==> src/rtl/mac_tx_arbiter.sv <==
// Round-robin arbiter that merges NUM_REQ byte-stream frame sources onto one
// MAC TX payload interface. Frames are forwarded whole; any frame longer than
// MAX_BEATS is cut at MAX_BEATS with a forced end-of-frame, and its tail is
// swallowed before the arbiter re-arbitrates.
module mac_tx_arbiter #(
  parameter int NUM_REQ   = 4,
  parameter int MAX_BEATS = 1500,
  localparam int GW       = $clog2(NUM_REQ)
) (
  input  logic                 clk,
  input  logic                 reset,
  input  logic [NUM_REQ-1:0]   s_valid,
  input  logic [NUM_REQ*8-1:0] s_data,
  input  logic [NUM_REQ-1:0]   s_eof,
  output logic [NUM_REQ-1:0]   s_ready,
  input  logic                 m_ready,
  output logic                 m_valid,
  output logic [7:0]           m_data,
  output logic                 m_eof,
  output logic [GW-1:0]        grant_id,
  output logic                 busy,
  output logic                 oversize,
  output logic [15:0]          oversize_cnt
);

  typedef enum logic [1:0] {IDLE, FORWARD, DRAIN} state_t;

  localparam logic [10:0] LAST_BEAT = 11'(MAX_BEATS - 1);

  state_t               state_q;
  logic [GW-1:0]        grant_q;
  logic [10:0]          beat_q;
  logic                 oversize_q;
  logic [15:0]          ovcnt_q;
  logic                 busy_q;

  logic [GW-1:0]        start_idx;
  logic [2*NUM_REQ-1:0] dbl_valid;
  logic [NUM_REQ-1:0]   rot_valid;
  logic [GW-1:0]        grant_d;
  logic [7:0]           byte_arr [NUM_REQ];
  logic                 g_valid;
  logic                 g_eof;
  logic [7:0]           g_data;
  logic                 g_accept;
  logic                 force_eof;

  // Round-robin search starts one past the last grant, wrapping to 0.
  assign start_idx = (grant_q == GW'(NUM_REQ - 1)) ? '0 : grant_q + GW'(1);
  assign dbl_valid = {s_valid, s_valid};
  assign rot_valid = NUM_REQ'(dbl_valid >> start_idx);

  // Pick the first valid requester in rotated order and map it back to an index.
  always_comb begin
    logic found;
    int   sum;
    grant_d = grant_q;
    found   = 1'b0;
    sum     = 0;
    for (int j = 0; j < NUM_REQ; j++) begin
      if (!found && rot_valid[j]) begin
        found   = 1'b1;
        sum     = int'(start_idx) + j;
        grant_d = (sum >= NUM_REQ) ? GW'(sum - NUM_REQ) : GW'(sum);
      end
    end
  end

  // Per-requester byte lanes and ready steering.
  generate
    for (genvar gi = 0; gi < NUM_REQ; gi++) begin : g_lane
      assign byte_arr[gi] = s_data[8*gi +: 8];
      assign s_ready[gi]  = !reset && (grant_q == GW'(gi)) &&
                            (((state_q == FORWARD) && m_ready) || (state_q == DRAIN));
    end
  endgenerate

  assign g_valid   = s_valid[grant_q];
  assign g_eof     = s_eof[grant_q];
  assign g_data    = byte_arr[grant_q];
  assign g_accept  = g_valid && m_ready;
  // The MAX_BEATS-th byte of a frame that has not ended becomes its last byte.
  assign force_eof = (beat_q == LAST_BEAT) && !g_eof;

  // Outputs are forced quiet while reset is asserted so a cut frame never shows an eof.
  assign m_valid      = !reset && (state_q == FORWARD) && g_valid;
  assign m_data       = g_data;
  assign m_eof        = m_valid && (g_eof || force_eof);
  assign grant_id     = grant_q;
  assign busy         = busy_q;
  assign oversize     = oversize_q;
  assign oversize_cnt = ovcnt_q;

  // Frame FSM: arbitrate in IDLE, pass bytes in FORWARD, discard the tail in DRAIN.
  always_ff @(posedge clk) begin
    if (reset) begin
      state_q    <= IDLE;
      grant_q    <= GW'(NUM_REQ - 1);
      beat_q     <= '0;
      oversize_q <= 1'b0;
      ovcnt_q    <= '0;
      busy_q     <= 1'b0;
    end else begin
      oversize_q <= 1'b0;
      case (state_q)
        IDLE: begin
          if (|s_valid) begin
            grant_q <= grant_d;
            beat_q  <= '0;
            state_q <= FORWARD;
            busy_q  <= 1'b1;
          end
        end
        FORWARD: begin
          if (g_accept) begin
            beat_q <= beat_q + 11'd1;
            if (g_eof) begin
              state_q <= IDLE;
              busy_q  <= 1'b0;
            end else if (beat_q == LAST_BEAT) begin
              state_q    <= DRAIN;
              oversize_q <= 1'b1;
              if (ovcnt_q != 16'hFFFF) begin
                ovcnt_q <= ovcnt_q + 16'd1;
              end
            end
          end
        end
        DRAIN: begin
          if (g_valid && g_eof) begin
            state_q <= IDLE;
            busy_q  <= 1'b0;
          end
        end
        default: begin
          state_q <= IDLE;
          busy_q  <= 1'b0;
        end
      endcase
    end
  end

endmodule

==> config.mk <==
export PLATFORM = sky130hd
export DESIGN_NAME = mac_tx_arbiter
export DESIGN_NICKNAME = d
export VERILOG_FILES = /design/src/rtl/mac_tx_arbiter.sv
export SDC_FILE = /design/constraint.sdc
export NUM_CORES = 1
export LEC_CHECK = 0
export CAP_MARGIN = 30
export CORE_UTILIZATION = 63
export CTS_CLUSTER_DIAMETER = 50
export DETAILED_ROUTE_END_ITERATION = 7
export DONT_BUFFER_PORTS = 1
export GPL_TIMING_DRIVEN = 0
export PLACE_DENSITY = 0.82
export SETUP_SLACK_MARGIN = 0.5
export SLEW_MARGIN = 30
export SYNTH_ARGS = -nofsm -noshare
export SYNTH_HDL_FRONTEND = slang
export SYNTH_SLANG_ARGS = --single-unit
==> constraint.sdc <==
create_clock -name clk -period 3.7 [get_ports clk]
set_input_delay 0.74 -clock clk [delete_from_list [all_inputs] [get_ports clk]]
set_output_delay 0.74 -clock clk [all_outputs]
set_load 0.02 [all_outputs]
Word-level counts from Yosys, hierarchy flattened
Cells that the tools add are included.
{"block": "word_totals", "ff_bits": 33, "latchBits": 0, "mem_bits_rw": 0, "mem_bits_ro": 0, "inputBits": 43, "output_inout_bits": 34, "elab_cells": 109, "n_memories": 0}
{"block": "classes", "n_addsub": 10, "n_mul": 0, "n_div": 0, "order_cmp": 6, "n_eq_ne": 12, "shifts": 1, "mux": 34, "bitwise_logic": 4, "reduce_logical": 36}
{"cell": "$mux W2", "count": 14}
{"cell": "$mux W11", "count": 2}
{"cell": "$pmux W11 S2", "count": 1}
{"cell": "$logic_and A1 B1 Y1", "count": 18}
{"cell": "$add A16 B1 Y16 const B", "count": 1}
{"cell": "$bmux W8 S2", "count": 1}
{"cell": "$mux W8", "count": 2}
{"cell": "$ne A16 B16 Y1 const B", "count": 1}
{"cell": "$ge A3 B3 Y1 const B", "count": 4}
{"cell": "$add A11 B1 Y11 const B", "count": 1}
{"cell": "$eq A11 B11 Y1 const B", "count": 1}
{"cell": "$mux W1", "count": 10}
{"cell": "$reduce_and A4 Y1", "count": 2}
{"cell": "$reduce_or A4 Y1", "count": 2}
{"cell": "$shr A8 B2 Y4", "count": 1}
{"cell": "$sub A2 B1 Y2 const B", "count": 4}
{"cell": "$add A2 B2 Y3 const B", "count": 2}
{"cell": "$eq A2 B2 Y1 const B", "count": 3}
{"cell": "$ne A2 B2 Y1 const B", "count": 3}
{"cell": "$pmux W2 S3", "count": 1}
{"cell": "$reduce_and A3 Y1", "count": 2}
{"cell": "$logic_not A1 Y1", "count": 5}
{"cell": "$reduce_and A5 Y1", "count": 1}
{"cell": "$bmux W1 S2", "count": 2}
{"cell": "other kinds (14)", "count": 19}

Longest topological paths before layout
Gate-level depths: netlist (run 1).
{"block": "depth", "depth_word": 14, "mapped_depth": 8, "ltp_nobuf": 6}

Worst setup path before layout (run 1)
No wires, ideal clock.
{"block": "synth_timing", "path_kind": "input port to flip-flop", "from": "in s_eof[3]", "to": "reg ovcnt_q[7], in the netlist oversize_cnt[7]", "setup_ns": 0.070, "arrival_time_ns": 2.849, "required_ns": 3.630, "path_slack_ns": 0.780, "cell_stages": 7, "n_path_buf": 2, "path_cell_list": "mux4_2 -> or4_1 -> clkbuf_2 -> or3_4 -> buf_6 -> or3_1 -> a21oi_1"}
{"block": "synth_between", "elab_chain_cells": 4}
{"item": "from (decl)", "line": "14", "rtl": "input logic [NUM_REQ-1:0] s_eof,"}
{"item": "$bmux W1 S2", "line": "79", "rtl": "assign g_eof = s_eof[grant_q];"}
{"item": "$mux W1 (not written as such)", "line": "79"}
{"item": "$not A1 Y1 (no line)"}
{"item": "$reduce_and A5 Y1 (no line)"}
{"item": "to (signal assigned)", "line": "124", "rtl": "ovcnt_q <= ovcnt_q + 16'd1;"}
{"item": "to (decl)", "line": "34", "rtl": "logic [15:0] ovcnt_q;"}
Every way passes these cells. The select of a mux whose other input is x is not followed.
A chain may end at the register's enable or synchronous reset.

Worst setup path after layout (run 1)
{"block": "layout_timing", "from": "reg grant_q[0], in the netlist grant_id[0]", "to": "reg ovcnt_q[7], in the netlist oversize_cnt[7]"}
{"block": "layout_between", "elab_chain_cells": 4}
{"item": "from (decl)", "line": "31", "rtl": "logic [GW-1:0] grant_q;"}
{"item": "from (signal assigned)", "line": "98", "rtl": "grant_q <= GW'(NUM_REQ - 1);"}
{"item": "from (signal assigned)", "line": "108", "rtl": "grant_q <= grant_d;"}
{"item": "$bmux W1 S2, on equally long branches", "line": "78, 79"}
{"item": "$mux W1, on equally long branches", "line": "78, 79"}
{"item": "$logic_and A1 B1 Y1 or $not A1 Y1 (tied branches)"}
{"item": "$reduce_and A5 Y1 (no line) (*)"}
Every way passes the cells marked *; elsewhere a longest branch is shown, timed or not. The select of a mux whose other input is x is not followed.

==> qor.yml, run 1 <==
power:
  p_seq_frac: 0.494
  intPower_w: 0.000532
  p_leak_nw: 0.696
  peakVddDrop_mv: 0.188
  power_density_nw_per_um2: 353
  switching_share: 0.299
  netSwitchingPower_w: 0.000227
  power_frac_comb: 0.202
  clkPwrFrac: 0.305
global_routing:
  gr-total-overflow: 0
  grt_pass1_vias: 1519
  grt_util_all_layers: 0.267
  grt_max_degree: 11
  grt_antenna_before_repair: 0
  grt_pass1_wl_um: 6900
critical_path:
  crit_type: "reg2reg"
  r2r_end: "oversize_cnt[7]"
  cp.arrival_ns: 3.35
  worst-path-stages: 8
  critPathTopFamily: "simple AND/OR/NAND/NOR gates"
  max_stage_delay_ns: 0.54
  reg2reg_slack_ns: 0.63
  reg2reg_depth: 8
  cp_slowest_cell: "mux4_2"
  cp-start-kind: "register"
  critPathMaxFanout: 10
  crit_path_cell_trace: "buf_6, mux4_2, or4_1, clkbuf_2, or3_4, buf_6, or3_1, a21oi_1"
  cpMostUsedCell: "buf_6"
  worstPathRequired_ns: 3.97
  crit-reg2reg-launch: "grant_id[0]"
  path_buf_inv: 3
  worstSetupEndpointType: "register"
detailed_routing:
  routed_wirelength_um: 4520
  detail_route.wl_per_cell_um: 15.7
  wl_met2_um: 2060
  met1Wirelength_um: 2050
  top_layer: "met4"
  num_vias: 1801
  ant_nets: 0
  vias_per_cell: 6.28
  drc: 0
  dr.pass1.iters: 4
  drt_iter0_drc: 100
  wl_met3_um: 289
sta:
  relSlewSlack: 0.393
  hold_viol: 0
  min_period_ns: 3.07
  setup_violations: 0
  maxSlewViolCount: 0
  skew_ns: 0.00624
  worst_slew_pin_slew_ns: 0.902
  rsz0062_at_grt: "false"
  max_freq_ghz: 0.325
  tns_ns: 0
  finalCritPeriodShare: 0.831
floorplan:
  core-area_um2: 3050
  die_area_um2: 3450
  num_rows: 20
  initial_core_util: 0.664
  die_h_um: 58.7
  dieWidth_um: 58.7
  ios: 77
placed_design:
  place.gp.congestion: 0.908
  hpwlAfterDp_um: 3480
  io_buffers: 0
clock_network:
  hold_buffers: 0
  cts_root_buf: "clkbuf_4"
  cts_tree: "built"
  cts-htree-levels: 2
  tritoncts.num_buffers: 5
  cts_resized: 0
  cts.repair_timing.setup_buffer_count: 0
  clk_pin_slew_ns: 0.10
  clock_latency_ns: 0.34
  cts_sinks: 33
  clockBufferDepth: 2
hold_path:
  worstHoldStart: "state_q[1]"
  min_path_type: "reg2reg"
  hold_depth: 1
  min_to: "state_q[0]"
outcome:
  outcome: "finished, final reports clean"
logic_synthesis:
  syn_area_um2: 2030
  syn_inst: 235
  synth_largest_type_area_fraction: 0.326
  avgSynthCellArea_um2: 8.62
  synth.net_count: 284
  yosysUniqueCellTypes: 40
  yosysTopAreaCell: "dfxtp_1"
  ys_seq_area_frac: 0.326
  synth_area_leaders: "dfxtp_1 (33%), mux4_2 (11%), xnor2_1 (5.6%)"
  yosysWarnings: 0
  ys_ff_latch: 33
final_layout:
  layout.nets: 291
  syn_to_final_growth_pct: 6.18
  drive_above_1_share: 0.111
  fin_util: 0.705
  antenna_cells: 0
flow_run:
  drv_cap: 0
==> logic make-up (layout without fill, tap and decap cells) <==
| family | Yosys count | in the layout | share of synthesized area |
|---|---|---|---|
| AND/OR/NAND/NOR | 116 | 116 | 0.307 |
| adder cells (fa/ha/maj) | 6 | 6 | 0.0371 |
| buffers and inverters | 18 | 26 | 0.0414 |
| AO/OA/AOI/OAI | 36 | 36 | 0.105 |
| XOR/XNOR | 13 | 13 | 0.0562 |
| multiplexers | 13 | 13 | 0.127 |
| flip-flops | 33 | 33 | 0.326 |
==> per-layer routing <==
metal	GRT usage	vias to the layer above
li1	-	883
met1	0.364	832
met2	0.394	70
met3	0.0637	16
met4	0.139	0
met5	0	-
==> Yosys cell counts (all sizes together) <==
cell,instances
inv,7
and3,1
dfxtp,33
nand3,13
or2,2
and2,6
a31oi,2
or4,7
o22ai,2
and4,2
a32oi,1
a21oi,14
nor4b,2
ha,6
clkbuf,7
nor3b,1
a211o,1
nor2b,6
nand4b,1
buf,4
o311ai,1
or3b,1
nor3,6
nor4,8
a22o,1
nand2,15
o31ai,5
mux4,10
nor2,30
mux2,2
nand4,8
mux2i,1
or3,4
o21ai,9
xnor2,13
and3b,1
nand2b,2
==> cell usage in the layout (no fill, tap or decap), types with 7 or more instances in the layout <==
cell type  Yosys  layout
dfxtp_1       33      33
nor2_1        30      30
nand2_1       15      15
a21oi_1       14      14
nand3_1       13      13
xnor2_1       13      13
mux4_2        10      10
o21ai_0        9       9
nor4_1         8       8
nand4_1        8       8
inv_1          7       7
or4_1          7       7
==> registers in the layout (all words and copies together), names as in the netlist <==
signal and cells:
oversize_cnt 16, beat_q 11, grant_id 2, state_q 2
busy 1, oversize 1
==> cell type report <==
class | count | area [µm²]
clock inverter | 1 | 5.00
buffer | 11 | 57.6
multi-input combinational | 184 | 1280
fill | 270 | 902
clock buffer | 7 | 65.1
sequential | 33 | 661
tap | 44 | 55.1
inverter | 7 | 26.3
==> worst max path at each step <==
stage / from / to / slack, ns
floorplan: s_eof[3] / oversize_cnt[7] / 0.78
global placement: s_eof[3] / oversize_cnt[7] / 0.64
detailed placement: s_eof[3] / oversize_cnt[7] / 0.64
CTS: grant_id[0] / oversize_cnt[7] / 0.63
global route: grant_id[0] / oversize_cnt[14] / 0.54
finish: grant_id[0] / oversize_cnt[7] / 0.63
==> power groups by stage <==
stage | Clock, W | Sequential (W) | Combinational [W]
floorplan | 0 | 0.000381 | 0.000131
global placement | 0 | 0.000383 | 0.000149
detailed placement | 0 | 0.000383 | 0.000153
CTS | 0.000237 | 0.000374 | 0.000154
global route | 0.000249 | 0.000375 | 0.000166
finish | 0.000231 | 0.000374 | 0.000153
==> metrics by stage <==
step	power (W)	std cells	worst slack [ns]	hold WS, ns	instance area, µm²
2_1_floorplan	0.000511	235	0.780	0.466	2030
3_3_place_gp	0.000532	279	0.645	0.503	2080
3_5_place_dp	0.000536	279	0.635	0.505	2080
4_1_cts	0.000766	287	0.633	0.519	2150
5_1_grt	0.000790	287	0.542	0.552	2150
6_report	0.000759	287	0.627	0.522	2150
Note: power is estimated with default switching activity, not from simulation.
==> run 2, diff against run 1 <==
--- a/config.mk
+++ b/config.mk
@@ -6,12 +6,12 @@
 export NUM_CORES = 1
 export LEC_CHECK = 0
 export CAP_MARGIN = 30
-export CORE_UTILIZATION = 63
+export CORE_UTILIZATION = 57
 export CTS_CLUSTER_DIAMETER = 50
 export DETAILED_ROUTE_END_ITERATION = 7
 export DONT_BUFFER_PORTS = 1
 export GPL_TIMING_DRIVEN = 0
-export PLACE_DENSITY = 0.82
+export PLACE_DENSITY = 0.78
 export SETUP_SLACK_MARGIN = 0.5
 export SLEW_MARGIN = 30
 export SYNTH_ARGS = -nofsm -noshare
==> constraint.sdc (replaced) <==
create_clock -name clk -period 2.55 [get_ports clk]
set_input_delay 0.51 -clock clk [delete_from_list [all_inputs] [get_ports clk]]
set_output_delay 0.51 -clock clk [all_outputs]
set_load 0.02 [all_outputs]
==> qor.yml, run 2 (synthesized netlist as in run 1, its figures left out) <==
power:
  p_seq_frac: 0.476
  finalPower_w: 0.00115
  peakVddDrop_mv: 0.318
  power_frac_comb: 0.253
  clkPwrFrac: 0.272
  switching_share: 0.315
  p_leak_nw: 0.806
  netSwitchingPower_w: 0.000362
  intPower_w: 0.000788
  power_density_nw_per_um2: 466
final_layout:
  largest_reg_flops: 16
  layout.nets: 300
  syn_to_final_growth_pct: 21.7
  final_common_cell: "nor2_1"
  drive_above_1_share: 0.271
  final_cell_mix: "nor2_1 (30), dfxtp_1 (28), nand2_1 (15), xnor2_1 (13), a21oi_1 (12)"
  fill_cells: 265
  antenna_cells: 0
detailed_routing:
  num_vias: 1945
  detail_route.wl_per_cell_um: 18.4
  ant_nets: 0
  dr.pass1.iters: 4
  vias_per_cell: 6.55
  drt_iter0_drc: 194
  routed_wirelength_um: 5450
  drc: 0
floorplan:
  core-area_um2: 3360
  die_area_um2: 3800
  initial_core_util: 0.602
  dieWidth_um: 61.6
  num_rows: 21
  ios: 77
  die_h_um: 61.6
sta:
  rsz0062_at_grt: "true"
  hold_viol: 0
  maxSlewViolCount: 0
  skew_ns: 0.00669
  setup_violations: 12
  max_freq_ghz: 0.366
  min_period_ns: 2.73
  tns_ns: -1.21
  relSlewSlack: 0.485
  worst_slew_pin_slew_ns: 0.765
  finalCritPeriodShare: 1.07
  setup_slack_ns: -0.182
clock_network:
  cts_sinks: 33
  clk_pin_slew_ns: 0.10
  hold_buffers: 0
  tritoncts.num_buffers: 5
  clock_latency_ns: 0.35
  cts-htree-levels: 2
  cts_root_buf: "clkbuf_4"
  clockBufferDepth: 2
  cts_tree: "built"
critical_path:
  critPathMaxFanout: 6
  cp-start-kind: "register"
  crit_type: "reg2reg"
  reg2reg_slack_ns: -0.18
  worstPathRequired_ns: 2.83
  worstSetupEndpointType: "register"
  cp.arrival_ns: 3.01
placed_design:
  place.gp.congestion: 0.880
  hpwlAfterDp_um: 3400
  io_buffers: 0
global_routing:
  grt_pass1_wl_um: 7710
  grt_antenna_before_repair: 0
  grt_max_degree: 11
  grt_util_all_layers: 0.287
  gr-total-overflow: 0
  grt_pass1_vias: 1704
outcome:
  outcome: "finished with violations"
  violations: "negative setup slack"
flow_run:
  drv_cap: 0
hold_path:
  min_path_type: "in2reg"
run 2: changes by cell type in the layout (fill, tap and decap cells not counted), sizes merged:
cell / delta
buf: +10
clkbuf: -1
clkinv: -1
run 2: per-layer routing:
layer  vias to the layer above  wire (µm)  track usage
met4                         0         68        0.121
met3                         6        440        0.101
li1                        911          -            -
met5                         -          0            0
met2                        99       2800        0.473
met1                       929       2140        0.339
run 2: path summary, 6_finish.rpt:
check,from,endpoint,cells past startpoint
worst max-delay path,grant_id[0],oversize_cnt[15],7
worst min-delay path,reset,oversize_cnt[11],2
worst max register to register,grant_id[0],oversize_cnt[15],7
worst min register to register,beat_q[10],beat_q[10],2
run 2: critical path, stage by stage, from the launching register on:
cell and delay, ns:
dfxtp_4 0.42, buf_6 0.11, mux4_2 0.54, or4_4 0.44, buf_8 0.14, or3_4 0.40
or4_1 0.49, a21oi_1 0.12
run 2: repair_timing:
item / 4_1_cts / 5_1_grt
endpoints found under the setup margin: 45 / 42
cloned: 1 / 0
buffers inserted: 5 / 3
resized for setup: 28 / 27
pin swaps: 4 / 8
run 2: final cells by class:
class                           count  area, µm²  area share
Clock buffer                        7       55.1      0.0223
Buffer                             11       96.3      0.0391
Inverter                            7       26.3      0.0107
Multi-Input combinational cell    184       1470       0.594
Timing Repair Buffer                9       93.8      0.0381
Tap cell                           46       57.6      0.0233
Sequential cell                    33        672       0.272
run 2: power by group through the flow:
stage | Clock [W] | Combinational (W) | Sequential, W
floorplan | 0 | 0.000190 | 0.000554
global placement | 0 | 0.000217 | 0.000558
detailed placement | 0 | 0.000222 | 0.000558
CTS | 0.000316 | 0.000256 | 0.000546
global route | 0.000341 | 0.000310 | 0.000549
finish | 0.000312 | 0.000291 | 0.000547
run 2: metrics by stage:
| stage | instance area, µm² | worst slack [ns] | hold WS (ns) | util | instances |
|---|---|---|---|---|---|
| 4_1_cts | 2350 | -0.161 | 0.319 | 0.698 | 294 |
| 3_3_place_gp | 2110 | -0.228 | 0.501 | 0.629 | 281 |
| 3_5_place_dp | 2110 | -0.227 | 0.508 | 0.629 | 281 |
| 6_report | 2470 | -0.182 | 0.327 | 0.733 | 297 |
| 5_1_grt | 2470 | -0.216 | 0.305 | 0.733 | 297 |
| 2_1_floorplan | 2060 | -0.0641 | 0.466 | - | 235 |
